[src/rtl/comm.sv]
// UART command console: 8N1 receiver and transmitter plus a small FSM that reads
// or writes a 16-bit enable mask and replies with the mask MSB byte first.

module uart_rx #(
    parameter int CLK_PER_BIT = 16
) (
    input  logic       clk,
    input  logic       rx,
    output logic       ready,
    output logic [7:0] data,
    input  logic       rst
);
    localparam int CW = $clog2(CLK_PER_BIT + 1);

    typedef enum logic [1:0] {RX_IDLE, RX_START, RX_DATA, RX_STOP} rx_state_t;

    rx_state_t       state;
    logic            rx_s1, rx_s2, rx_prev;
    logic [CW-1:0]   cnt;
    logic [2:0]      bit_idx;
    logic [7:0]      shift;

    always_ff @(posedge clk) begin
        if (rst) begin
            state   <= RX_IDLE;
            rx_s1   <= 1'b1;
            rx_s2   <= 1'b1;
            rx_prev <= 1'b1;
            cnt     <= '0;
            bit_idx <= '0;
            shift   <= '0;
            data    <= '0;
            ready   <= 1'b0;
        end else begin
            rx_s1   <= rx;
            rx_s2   <= rx_s1;
            rx_prev <= rx_s2;
            ready   <= 1'b0;
            case (state)
                RX_IDLE: begin
                    if (rx_prev && !rx_s2) begin
                        state <= RX_START;
                        cnt   <= CW'(CLK_PER_BIT / 2 - 1);
                    end
                end
                RX_START: begin
                    if (cnt == '0) begin
                        // a start bit that is high again at its centre is a glitch
                        if (!rx_s2) begin
                            state   <= RX_DATA;
                            cnt     <= CW'(CLK_PER_BIT - 1);
                            bit_idx <= '0;
                        end else begin
                            state <= RX_IDLE;
                        end
                    end else begin
                        cnt <= cnt - 1'b1;
                    end
                end
                RX_DATA: begin
                    if (cnt == '0) begin
                        shift   <= {rx_s2, shift[7:1]};
                        bit_idx <= bit_idx + 1'b1;
                        cnt     <= CW'(CLK_PER_BIT - 1);
                        if (bit_idx == 3'd7) state <= RX_STOP;
                    end else begin
                        cnt <= cnt - 1'b1;
                    end
                end
                RX_STOP: begin
                    if (cnt == '0) begin
                        state <= RX_IDLE;
                        if (rx_s2) begin
                            data  <= shift;
                            ready <= 1'b1;
                        end
                    end else begin
                        cnt <= cnt - 1'b1;
                    end
                end
                default: state <= RX_IDLE;
            endcase
        end
    end
endmodule

module uart_tx #(
    parameter int CLK_PER_BIT = 16
) (
    input  logic       clk,
    input  logic [7:0] data,
    input  logic       start,
    output logic       done,
    output logic       tx,
    input  logic       rst
);
    localparam int CW = $clog2(CLK_PER_BIT + 1);

    typedef enum logic {TX_IDLE, TX_BUSY} tx_state_t;

    tx_state_t     state;
    logic [9:0]    frame;
    logic [3:0]    bit_idx;
    logic [CW-1:0] cnt;

    always_ff @(posedge clk) begin
        if (rst) begin
            state   <= TX_IDLE;
            frame   <= '1;
            bit_idx <= '0;
            cnt     <= '0;
            tx      <= 1'b1;
            done    <= 1'b0;
        end else begin
            done <= 1'b0;
            case (state)
                TX_IDLE: begin
                    tx <= 1'b1;
                    if (start) begin
                        frame   <= {1'b1, data, 1'b0};
                        tx      <= 1'b0;
                        bit_idx <= '0;
                        cnt     <= CW'(CLK_PER_BIT - 1);
                        state   <= TX_BUSY;
                    end
                end
                TX_BUSY: begin
                    if (cnt == '0) begin
                        if (bit_idx == 4'd9) begin
                            state <= TX_IDLE;
                            done  <= 1'b1;
                            tx    <= 1'b1;
                        end else begin
                            frame   <= {1'b1, frame[9:1]};
                            tx      <= frame[1];
                            bit_idx <= bit_idx + 1'b1;
                            cnt     <= CW'(CLK_PER_BIT - 1);
                        end
                    end else begin
                        cnt <= cnt - 1'b1;
                    end
                end
                default: state <= TX_IDLE;
            endcase
        end
    end
endmodule

// state  | meaning
// IDLE   | waiting for a command byte
// WR_HI  | write command seen, waiting for mask high byte
// WR_LO  | waiting for mask low byte
// TX_HI  | sending reply high byte
// TX_LO  | sending reply low byte
module comm #(
    parameter int CLK_PER_BIT = 16
) (
    input  logic        clk,
    input  logic        rst,
    input  logic        serial_rx,
    output logic        serial_tx,
    output logic [15:0] enabled_out
);
    localparam logic [7:0] COMM_READ_ENABLE_MASK  = 8'h01;
    localparam logic [7:0] COMM_WRITE_ENABLE_MASK = 8'h02;

    typedef enum logic [2:0] {IDLE, WR_HI, WR_LO, TX_HI, TX_LO} comm_state_t;

    comm_state_t state;
    logic        rx_ready, tx_start, tx_done;
    logic [7:0]  rx_data, tx_data, wr_hi, snap_lo;

    uart_rx #(.CLK_PER_BIT(CLK_PER_BIT)) u_rx (
        .clk(clk), .rx(serial_rx), .ready(rx_ready), .data(rx_data), .rst(rst)
    );

    uart_tx #(.CLK_PER_BIT(CLK_PER_BIT)) u_tx (
        .clk(clk), .data(tx_data), .start(tx_start), .done(tx_done), .tx(serial_tx), .rst(rst)
    );

    always_ff @(posedge clk) begin
        if (rst) begin
            state       <= IDLE;
            enabled_out <= 16'h0000;
            wr_hi       <= '0;
            snap_lo     <= '0;
            tx_data     <= '0;
            tx_start    <= 1'b0;
        end else begin
            tx_start <= 1'b0;
            case (state)
                IDLE: begin
                    if (rx_ready) begin
                        if (rx_data == COMM_READ_ENABLE_MASK) begin
                            tx_data  <= enabled_out[15:8];
                            snap_lo  <= enabled_out[7:0];
                            tx_start <= 1'b1;
                            state    <= TX_HI;
                        end else if (rx_data == COMM_WRITE_ENABLE_MASK) begin
                            state <= WR_HI;
                        end
                    end
                end
                WR_HI: begin
                    if (rx_ready) begin
                        wr_hi <= rx_data;
                        state <= WR_LO;
                    end
                end
                WR_LO: begin
                    if (rx_ready) begin
                        enabled_out <= {wr_hi, rx_data};
                        tx_data     <= wr_hi;
                        snap_lo     <= rx_data;
                        tx_start    <= 1'b1;
                        state       <= TX_HI;
                    end
                end
                TX_HI: begin
                    // received bytes are deliberately ignored while replying
                    if (tx_done) begin
                        tx_data  <= snap_lo;
                        tx_start <= 1'b1;
                        state    <= TX_LO;
                    end
                end
                TX_LO: begin
                    if (tx_done) state <= IDLE;
                end
                default: state <= IDLE;
            endcase
        end
    end
endmodule

[config.mk]
export PLATFORM = sky130hd
export DESIGN_NAME = comm
export DESIGN_NICKNAME = d
export VERILOG_FILES = /design/src/rtl/comm.sv
export SDC_FILE = /design/constraint.sdc
export NUM_CORES = 1
export LEC_CHECK = 0
export ABC_AREA = 1
export CORE_ASPECT_RATIO = 1.25
export CORE_MARGIN = 4
export CORE_UTILIZATION = 35
export CTS_CLUSTER_SIZE = 25
export DETAILED_ROUTE_END_ITERATION = 12
export PLACE_DENSITY = 0.53
export SYNTH_ARGS = -nofsm -noshare
export SYNTH_HDL_FRONTEND = slang
export SYNTH_SLANG_ARGS = --single-unit
[constraint.sdc]
create_clock -name clk -period 1.9 [get_ports clk]
set_input_delay 0.38 -clock clk [delete_from_list [all_inputs] [get_ports clk]]
set_output_delay 0.38 -clock clk [all_outputs]
set_load 0.02 [all_outputs]
[Yosys cells after proc, flatten, opt, wreduce, memory -nomap -nowiden]
Index checks and enable logic that the tools add are counted.
Word-level totals
  register bits: 96
  input bits: 3
  output and inout port bits: 17
  logic and storage cells: 143
Operators by class
  add/sub/neg operators: 4
  eq/ne operators: 30
  multiplexer cells: 61
  bitwise logic cells: 4
  reduce and logical (&&, ||, !) cells: 23
Operators with widths (number)
  $mux W8: 7
  $mux W5: 8
  $mux W10: 3
  $mux W3: 10
  $pmux W8 S3: 1
  $ne A2 B1 Y1 const B: 10
  $pmux W10 S2: 1
  $pmux W5 S4: 1
  $pmux W8 S2: 1
  $pmux W3 S5: 1
  $mux W1: 12
  $mux W2: 6
  $mux W4: 3
  $ne A2 B2 Y1 const B: 6
  $logic_not A5 Y1: 2
  $pmux W5 S2: 1
  $reduce_and A5 Y1: 2
  $sub A5 B1 Y5 const B: 2
  $ne A3 B3 Y1 const B: 3
  $reduce_and A3 Y1: 3
  $eq A8 B1 Y1 const B: 1
  $eq A8 B2 Y1 const B: 1
  $pmux W2 S4: 1
  $pmux W4 S2: 1
  22 further kinds: 35

[Depth between registers and ports, before layout]
Gate-level depths: netlist of the first run.
  depth in word-level cells: 5
  depth in mapped cells: 11
  depth with buffers taken out: 10

[Hierarchy]
Synthesis of the first run repeated with hierarchy kept, for this count alone.
Unflattened totals
  cell total of the unflattened synthesis: 591
  area, all modules: 4383.0 µm²
By module, submodules not included
  comm: instances 1, cells each 277, area each 2050.7 µm², sequential area each 880.8 µm²
  uart_rx: instances 1, cells each 168, area each 1341.3 µm², sequential area each 600.6 µm²
  uart_tx: instances 1, cells each 146, area each 991.0 µm², sequential area each 400.4 µm²

[Worst setup path before layout of the first run]
No wires, ideal clock.
  kind: register -> register
  start: register u_rx.cnt[0]
  end: register u_rx.data[6]
  setup time: 0.119 ns
  arrival time: 1.349 ns
  required time: 1.781 ns
  setup slack: 0.431 ns
  cell stages (with the launch flop): 11
  period minus slack after synthesis: 1.469 ns
  cells stage by stage: dfxtp_1 -> inv_1 -> ha_1 -> inv_1 -> nor2_1 -> nand2_1 -> inv_1 -> nand3_2 -> buf_2 -> o21ai_1 -> a21oi_1
On the way
  cells in the longest elaborated chain, start to end: 2
Ends and longest elaborated chain
  from (decl): line 19  | logic [CW-1:0] cnt;
  from (signal assigned): line 43  | cnt <= CW'(CLK_PER_BIT / 2 - 1);
  from (signal assigned): line 51  | cnt <= CW'(CLK_PER_BIT - 1);
  from (signal assigned): line 57  | cnt <= cnt - 1'b1;
  $logic_not A5 Y1: line 71  | if (cnt == '0) begin
  $reduce_and A3 Y1 (no source line)
  to (signal assigned): line 74  | data <= shift;
  to (decl): line 10  | output logic [7:0] data,
No other way between the ends.
A chain may end at the register's enable or synchronous reset.

[Worst setup path after layout of the first run]
  start: register enabled_out[3]
  end: output enabled_out[3]
RTL lines
  from (decl): line 162  | output logic [15:0] enabled_out
  from (signal assigned): line 212  | enabled_out <= {wr_hi, rx_data};
No word-level cell between the ends.

==> flow_metrics.tcl, run 1 <==
set metrics [dict create \
    grtUsageMet1 0.175 \
    powerDensity_mw_per_mm2 931 \
    final_cell_mix "nand2_1 (110), dfxtp_1 (94), nor2_1 (89)" \
    end_kind "primary output" \
    syn_inst 605 \
    cp-start-kind "flop" \
    antenna_found_initial 0 \
    vias 3593 \
    rows 45 \
    place_congestion 0.764 \
    arrival_ns 1.33 \
    pin_count 20 \
    cts_buffer_depth 2 \
    ant_nets 0 \
    start_util 0.357 \
    max_slew_margin 0.622 \
    setup_violations 0 \
    synth_area_sq_mm 0.00432 \
    worst-path-buf-inv 1 \
    met2_usage 0.228 \
    cp_slowest_cell "clkdlybuf4s50_1" \
    overflow 0 \
    fill_cells 1272 \
    grt_max_degree 73 \
    maxCapViolCount 0 \
    dieArea_sq_mm 0.0142 \
    diodes 0 \
    postCtsHoldBufs 0 \
    grt_pass1_wl_um 16200 \
    layout.nets 635 \
    drive_above_1_share 0.0942 \
    critPathMaxStageDelay_ns 0.62 \
    synth-seq-cells 94 \
    post_drt_wl_per_cell_um 11.3 \
    cts_sinks 94 \
    busiest_layer "met2" \
    path_cells "clkdlybuf4s50_1" \
    final_util 0.412 \
    syn2layout_area_growth_pct 15.2 \
    die_y_um 132 \
    max_clock_freq_mhz 585 \
    io_buffers 19 \
    final.setup_skew_ns 0.00386 \
    drc 0 \
    cts_buffers 9 \
    grt_pass1_vias 3542 \
    final_common_cell "nand2_1" \
    synth_area_leaders "dfxtp_1 (44%), nand2_1 (9.5%), o21ai_0 (8.0%)" \
    synth_top_area_cell "dfxtp_1" \
    crit_fanout 3 \
    worstMarginPinSlew_ns 0.561 \
    hold_class "reg -> reg" \
    synth_nets 619 \
    worst_skew_pair.late_latency_ns 0.33 \
    firstDrtPassIters 4 \
    hpwlAfterDp_um 6350 \
    leakage_nw 2.05 \
    tritoncts "built" \
    wl_um 8950 \
    worst-setup-path-type "reg -> out" \
    critical_path.top_delay_family "buffers and inverters" \
    drv_slew 0 \
    hold_viol_final 0 \
    drt_iter0_drc 149 \
    status "complete, no violations" \
    cts-root-buf "clkbuf_16" \
    post-route-period-util 0.899 \
    cts_max_level 3 \
    fin_crit_ns 1.71 \
    holdWs_ns 0.413 \
    viasPerCell 4.55 \
    yosys_warnings 0 \
    fin_setup_tns_ns 0 \
    grt_use_met3 0.0318 \
    die_x_um 107 \
    ys_types 33 \
    core_sq_mm 0.0121 \
    yosysTopAreaCellShare 0.435 \
    grt_usage 0.139 \
    syn-mean-instance-area_sq_um 7.15 \
    ir_drop_mv 0.578 \
    cp_data_required_time_ns 1.52 \
    rsz0062_at_grt "no" \
    seq_area_frac_synth 0.435 \
    clk_pin_slew_ns 0.06 \
]
[state kept, by name, indices dropped and copies added (netlist names), 3 cells and up, named ones only]
name / cells
tx_data: 8
u_tx.cnt: 5
u_rx.cnt: 5
u_rx.data: 8
enabled_out: 16
snap_lo: 8
u_tx.bit_idx: 4
u_rx.bit_idx: 3
u_tx.frame: 8
u_rx.shift: 8
state: 3
wr_hi: 8
[layout make-up]
cell class              instances  area [sq um]  share of cell area
repair buffers                 30           285              0.0572
flip-flops and latches         94          1880               0.378
clock inverters                 3          42.5             0.00854
multi-input cells             416          2040               0.410
inverters                      70           265              0.0532
well taps                     164           205              0.0412
clock buffers                  13           260              0.0522
[power by group]
part | switching, mW | internal (mW) | leakage (nW)
combinational | 0.465 | 0.242 | 1.14
sequential | 0.0630 | 2.05 | 0.759
clock | 0.725 | 1.09 | 0.146
total | 1.25 | 3.39 | 2.05
[kinds of logic after synthesis]
group,after synthesis,synth area share
AND/OR/NAND/NOR,263,0.264
AO/OA/AOI/OAI,138,0.166
buffers and inverters,95,0.0940
flip-flops,94,0.435
adder cells (fa/ha/maj),11,0.0318
XOR/XNOR,4,0.00810
[final timing paths]
path | cells after the start | startpoint | slack (ns) | endpoint
setup / recovery | 1 | enabled_out[3]$_SDFFE_PP0P_ | 0.19 | enabled_out[3]
hold / removal | 1 | u_rx.rx_s1$_SDFF_PP1_ | 0.41 | u_rx.rx_s2$_SDFF_PP1_
setup reg to reg | 9 | u_rx.cnt[0]$_SDFFE_PP0P_ | 0.26 | flop
hold reg to reg | 1 | u_rx.rx_s1$_SDFF_PP1_ | 0.41 | u_rx.rx_s2$_SDFF_PP1_
[Yosys cell counts (all sizes together)]
library cell / n
o211ai: 1
buf: 13
dfxtp: 94
nand3b: 1
nand3: 39
nor2: 92
nand4: 2
or2: 5
nor2b: 1
inv: 70
xor2: 3
xnor2: 1
clkbuf: 12
o21ai: 74
a21oi: 63
ha: 11
nand2: 119
nor3: 4
[through the flow]
stage	power, mW	area, sq um	std cells	setup WS (ns)
4_1_cts	4.69	4980	790	0.161
6_report	4.64	4980	790	0.191
5_1_grt	4.93	4980	790	0.00242
2_1_floorplan	2.70	4320	605	0.431
3_5_place_dp	2.86	4670	774	0.179
3_3_place_gp	2.83	4670	774	0.256
[timing repair]
item                                    in CTS  in global routing
gates resized for setup                      0                  1
endpoints found under the setup margin       0                  8
endpoints found under the hold margin        0                  0
buffers inserted                             0                  0
[layer usage]
metal,vias to the layer above,wire length [um]
li1,1969,-
met1,1594,4260
met2,24,4370
met3,6,195
met4,0,129
met5,-,0
Note: power is estimated with default switching activity, not from simulation.
==> run 2, diff against run 1 <==
--- a/config.mk
+++ b/config.mk
@@ -8,10 +8,11 @@
 export ABC_AREA = 1
 export CORE_ASPECT_RATIO = 1.25
 export CORE_MARGIN = 4
-export CORE_UTILIZATION = 35
+export CORE_UTILIZATION = 45
+export CTS_BUF_LIST = sky130_fd_sc_hd__clkbuf_4
 export CTS_CLUSTER_SIZE = 25
 export DETAILED_ROUTE_END_ITERATION = 12
-export PLACE_DENSITY = 0.53
+export PLACE_DENSITY = 0.64
 export SYNTH_ARGS = -nofsm -noshare
 export SYNTH_HDL_FRONTEND = slang
 export SYNTH_SLANG_ARGS = --single-unit
==> constraint.sdc (replaced) <==
create_clock -name clk -period 1.6 [get_ports clk]
set_input_delay 0.32 -clock clk [delete_from_list [all_inputs] [get_ports clk]]
set_output_delay 0.32 -clock clk [all_outputs]
set_load 0.02 [all_outputs]
==> flow_metrics.tcl, run 2 (same netlist as run 1, synthesis figures left out) <==
set metrics [dict create \
    viasPerCell 4.85 \
    end_kind "flop" \
    cp_slowest_cell "dfxtp_2" \
    place_congestion 0.826 \
    io_buffers 19 \
    cts-root-buf "clkbuf_4" \
    grt_pass1_wl_um 15400 \
    vias 3680 \
    rsz0062_at_grt "yes" \
    wl_met1_um 4130 \
    drv_slew 0 \
    clockPowerShare 0.271 \
    dieArea_sq_mm 0.0113 \
    firstDrtPassIters 4 \
    final_cell_mix "nand2_1 (107), dfxtp_1 (88), nor2_1 (86)" \
    cp_data_required_time_ns 1.95 \
    cts_sinks 94 \
    switching_share 0.316 \
    route.met2.wl_um 4170 \
    leakage_nw 2.14 \
    core_sq_mm 0.00927 \
    arrival_ns 1.91 \
    power.switching_mw 1.57 \
    drt_iter0_drc 174 \
    largest_register_ffs 16 \
    pin_count 20 \
    dp_cells 742 \
    multi_input_area_sq_mm 0.00209 \
    final.setup_skew_ns 0.0116 \
    die_y_um 118 \
    postCtsHoldBufs 0 \
    diodes 0 \
    wl_met3_um 237 \
    hold_class "in -> reg" \
    layout.nets 645 \
    clk_pin_slew_ns 0.14 \
    tritoncts "built" \
    cts_buffer_depth 2 \
    fin_cells 759 \
    worst-setup-path-type "reg -> reg" \
    setup_violations 0 \
    grt_max_degree 66 \
    seqCellArea_sq_mm 0.00189 \
    drc 0 \
    drive_above_1_share 0.138 \
    cell_internal_pwr_mw 3.39 \
    whs_path_depth 2 \
    hold_viol_final 0 \
    rr_worst_depth 11 \
    regMostFlops "enabled_out" \
    cp-start-kind "flop" \
    p_comb_frac 0.218 \
    worst_skew_pair.late_latency_ns 0.45 \
    post_drt_wl_per_cell_um 11.5 \
    maxCapViolCount 0 \
    fill_cells 949 \
    grt_usage 0.167 \
    post-route-period-util 0.974 \
    hpwlAfterDp_um 6180 \
    p_seq_frac 0.511 \
    cts_max_level 3 \
    fin_crit_ns 1.56 \
    powerDensity_mw_per_mm2 1010 \
    max_slew_margin 0.737 \
    final_common_cell "nand2_1" \
    die_x_um 95.7 \
    status "complete, no violations" \
    grt_pass1_vias 3499 \
    critPathMaxStageDelay_ns 0.37 \
    path_cells "inv_2, ha_1, inv_1, nor2_2, nand2_2, inv_1, buf_4, nand2_1, nand2_1, a21oi_1, nor2_1" \
    overflow 0 \
    ir_drop_mv 0.859 \
    antenna_found_initial 0 \
    start_util 0.466 \
    cts_buffers 9 \
    syn2layout_area_growth_pct 13.5 \
    ant_nets 0 \
    rows 39 \
    worstMarginPinSlew_ns 0.393 \
    finalPower_mw 4.95 \
    topRoutingLayerUsed "met4" \
    wl_um 8760 \
    crit_fanout 4 \
    max_clock_freq_mhz 641 \
]
run 2: metrics by stage:
step / instance area, sq um / TNS [ns] / utilization / setup slack (ns) / hold slack [ns]
after floorplan: 4320 / 0 / - / 0.131 / 0.389
after global placement: 4700 / 0 / 0.507 / 0.0855 / 0.399
after detailed placement: 4700 / -0.00672 / 0.507 / -0.00672 / 0.404
after CTS: 4840 / 0 / 0.522 / 0.00928 / 0.399
after global routing: 4910 / -0.313 / 0.529 / -0.0469 / 0.417
final: 4910 / 0 / 0.529 / 0.0410 / 0.430
run 2: area by class of cell:
cell class,instances,share of cell area
clock buffer,9,0.0138
clock inverter,7,0.0158
inverter,70,0.0551
multi-input combinational,416,0.426
sequential,94,0.385
tap,123,0.0314
timing repair buffer,40,0.0724
run 2: path summary, 6_finish.rpt:
| check | endpoint | slack, ns | from |
|---|---|---|---|
| worst max-delay path | u_rx.cnt[2]$_SDFFE_PP0P_ | 0.04 | u_rx.cnt[0]$_SDFFE_PP0P_ |
| worst min-delay path | u_rx.rx_s1$_SDFF_PP1_ | 0.43 | serial_rx |
| worst max register to register | u_rx.cnt[2]$_SDFFE_PP0P_ | 0.04 | u_rx.cnt[0]$_SDFFE_PP0P_ |
| worst min register to register | u_rx.rx_s2$_SDFF_PP1_ | 0.44 | u_rx.rx_s1$_SDFF_PP1_ |
run 2: routing by layer:
layer,up-vias,track usage
met5,-,0
met3,21,0.0262
met4,0,0.0810
met1,1625,0.211
met2,40,0.272
li1,1994,-
run 2: power groups by stage:
| stage | sequential (mW) | clock [mW] | combinational (mW) |
|---|---|---|---|
| floorplan | 2.54 | 0 | 0.662 |
| global placement | 2.56 | 0 | 0.934 |
| detailed placement | 2.56 | 0 | 0.962 |
| CTS | 2.52 | 1.41 | 1.00 |
| global route | 2.54 | 1.50 | 1.22 |
| finish | 2.53 | 1.34 | 1.08 |
run 2: worst max-delay path, delay by kind of cell (launching register included):
family / cells / cell delay, ns
simple gates: 5 / 0.37
flops: 1 / 0.37
buf+inv: 4 / 0.37
fa+ha+maj: 1 / 0.20
compound gates: 1 / 0.15
run 2: repair_timing:
| action | 4_1_cts | 5_1_grt |
|---|---|---|
| endpoints found under the setup margin | 26 | 44 |
| buffers inserted | 0 | 1 |
| pin swaps | 0 | 1 |
| gates resized for setup | 21 | 24 |
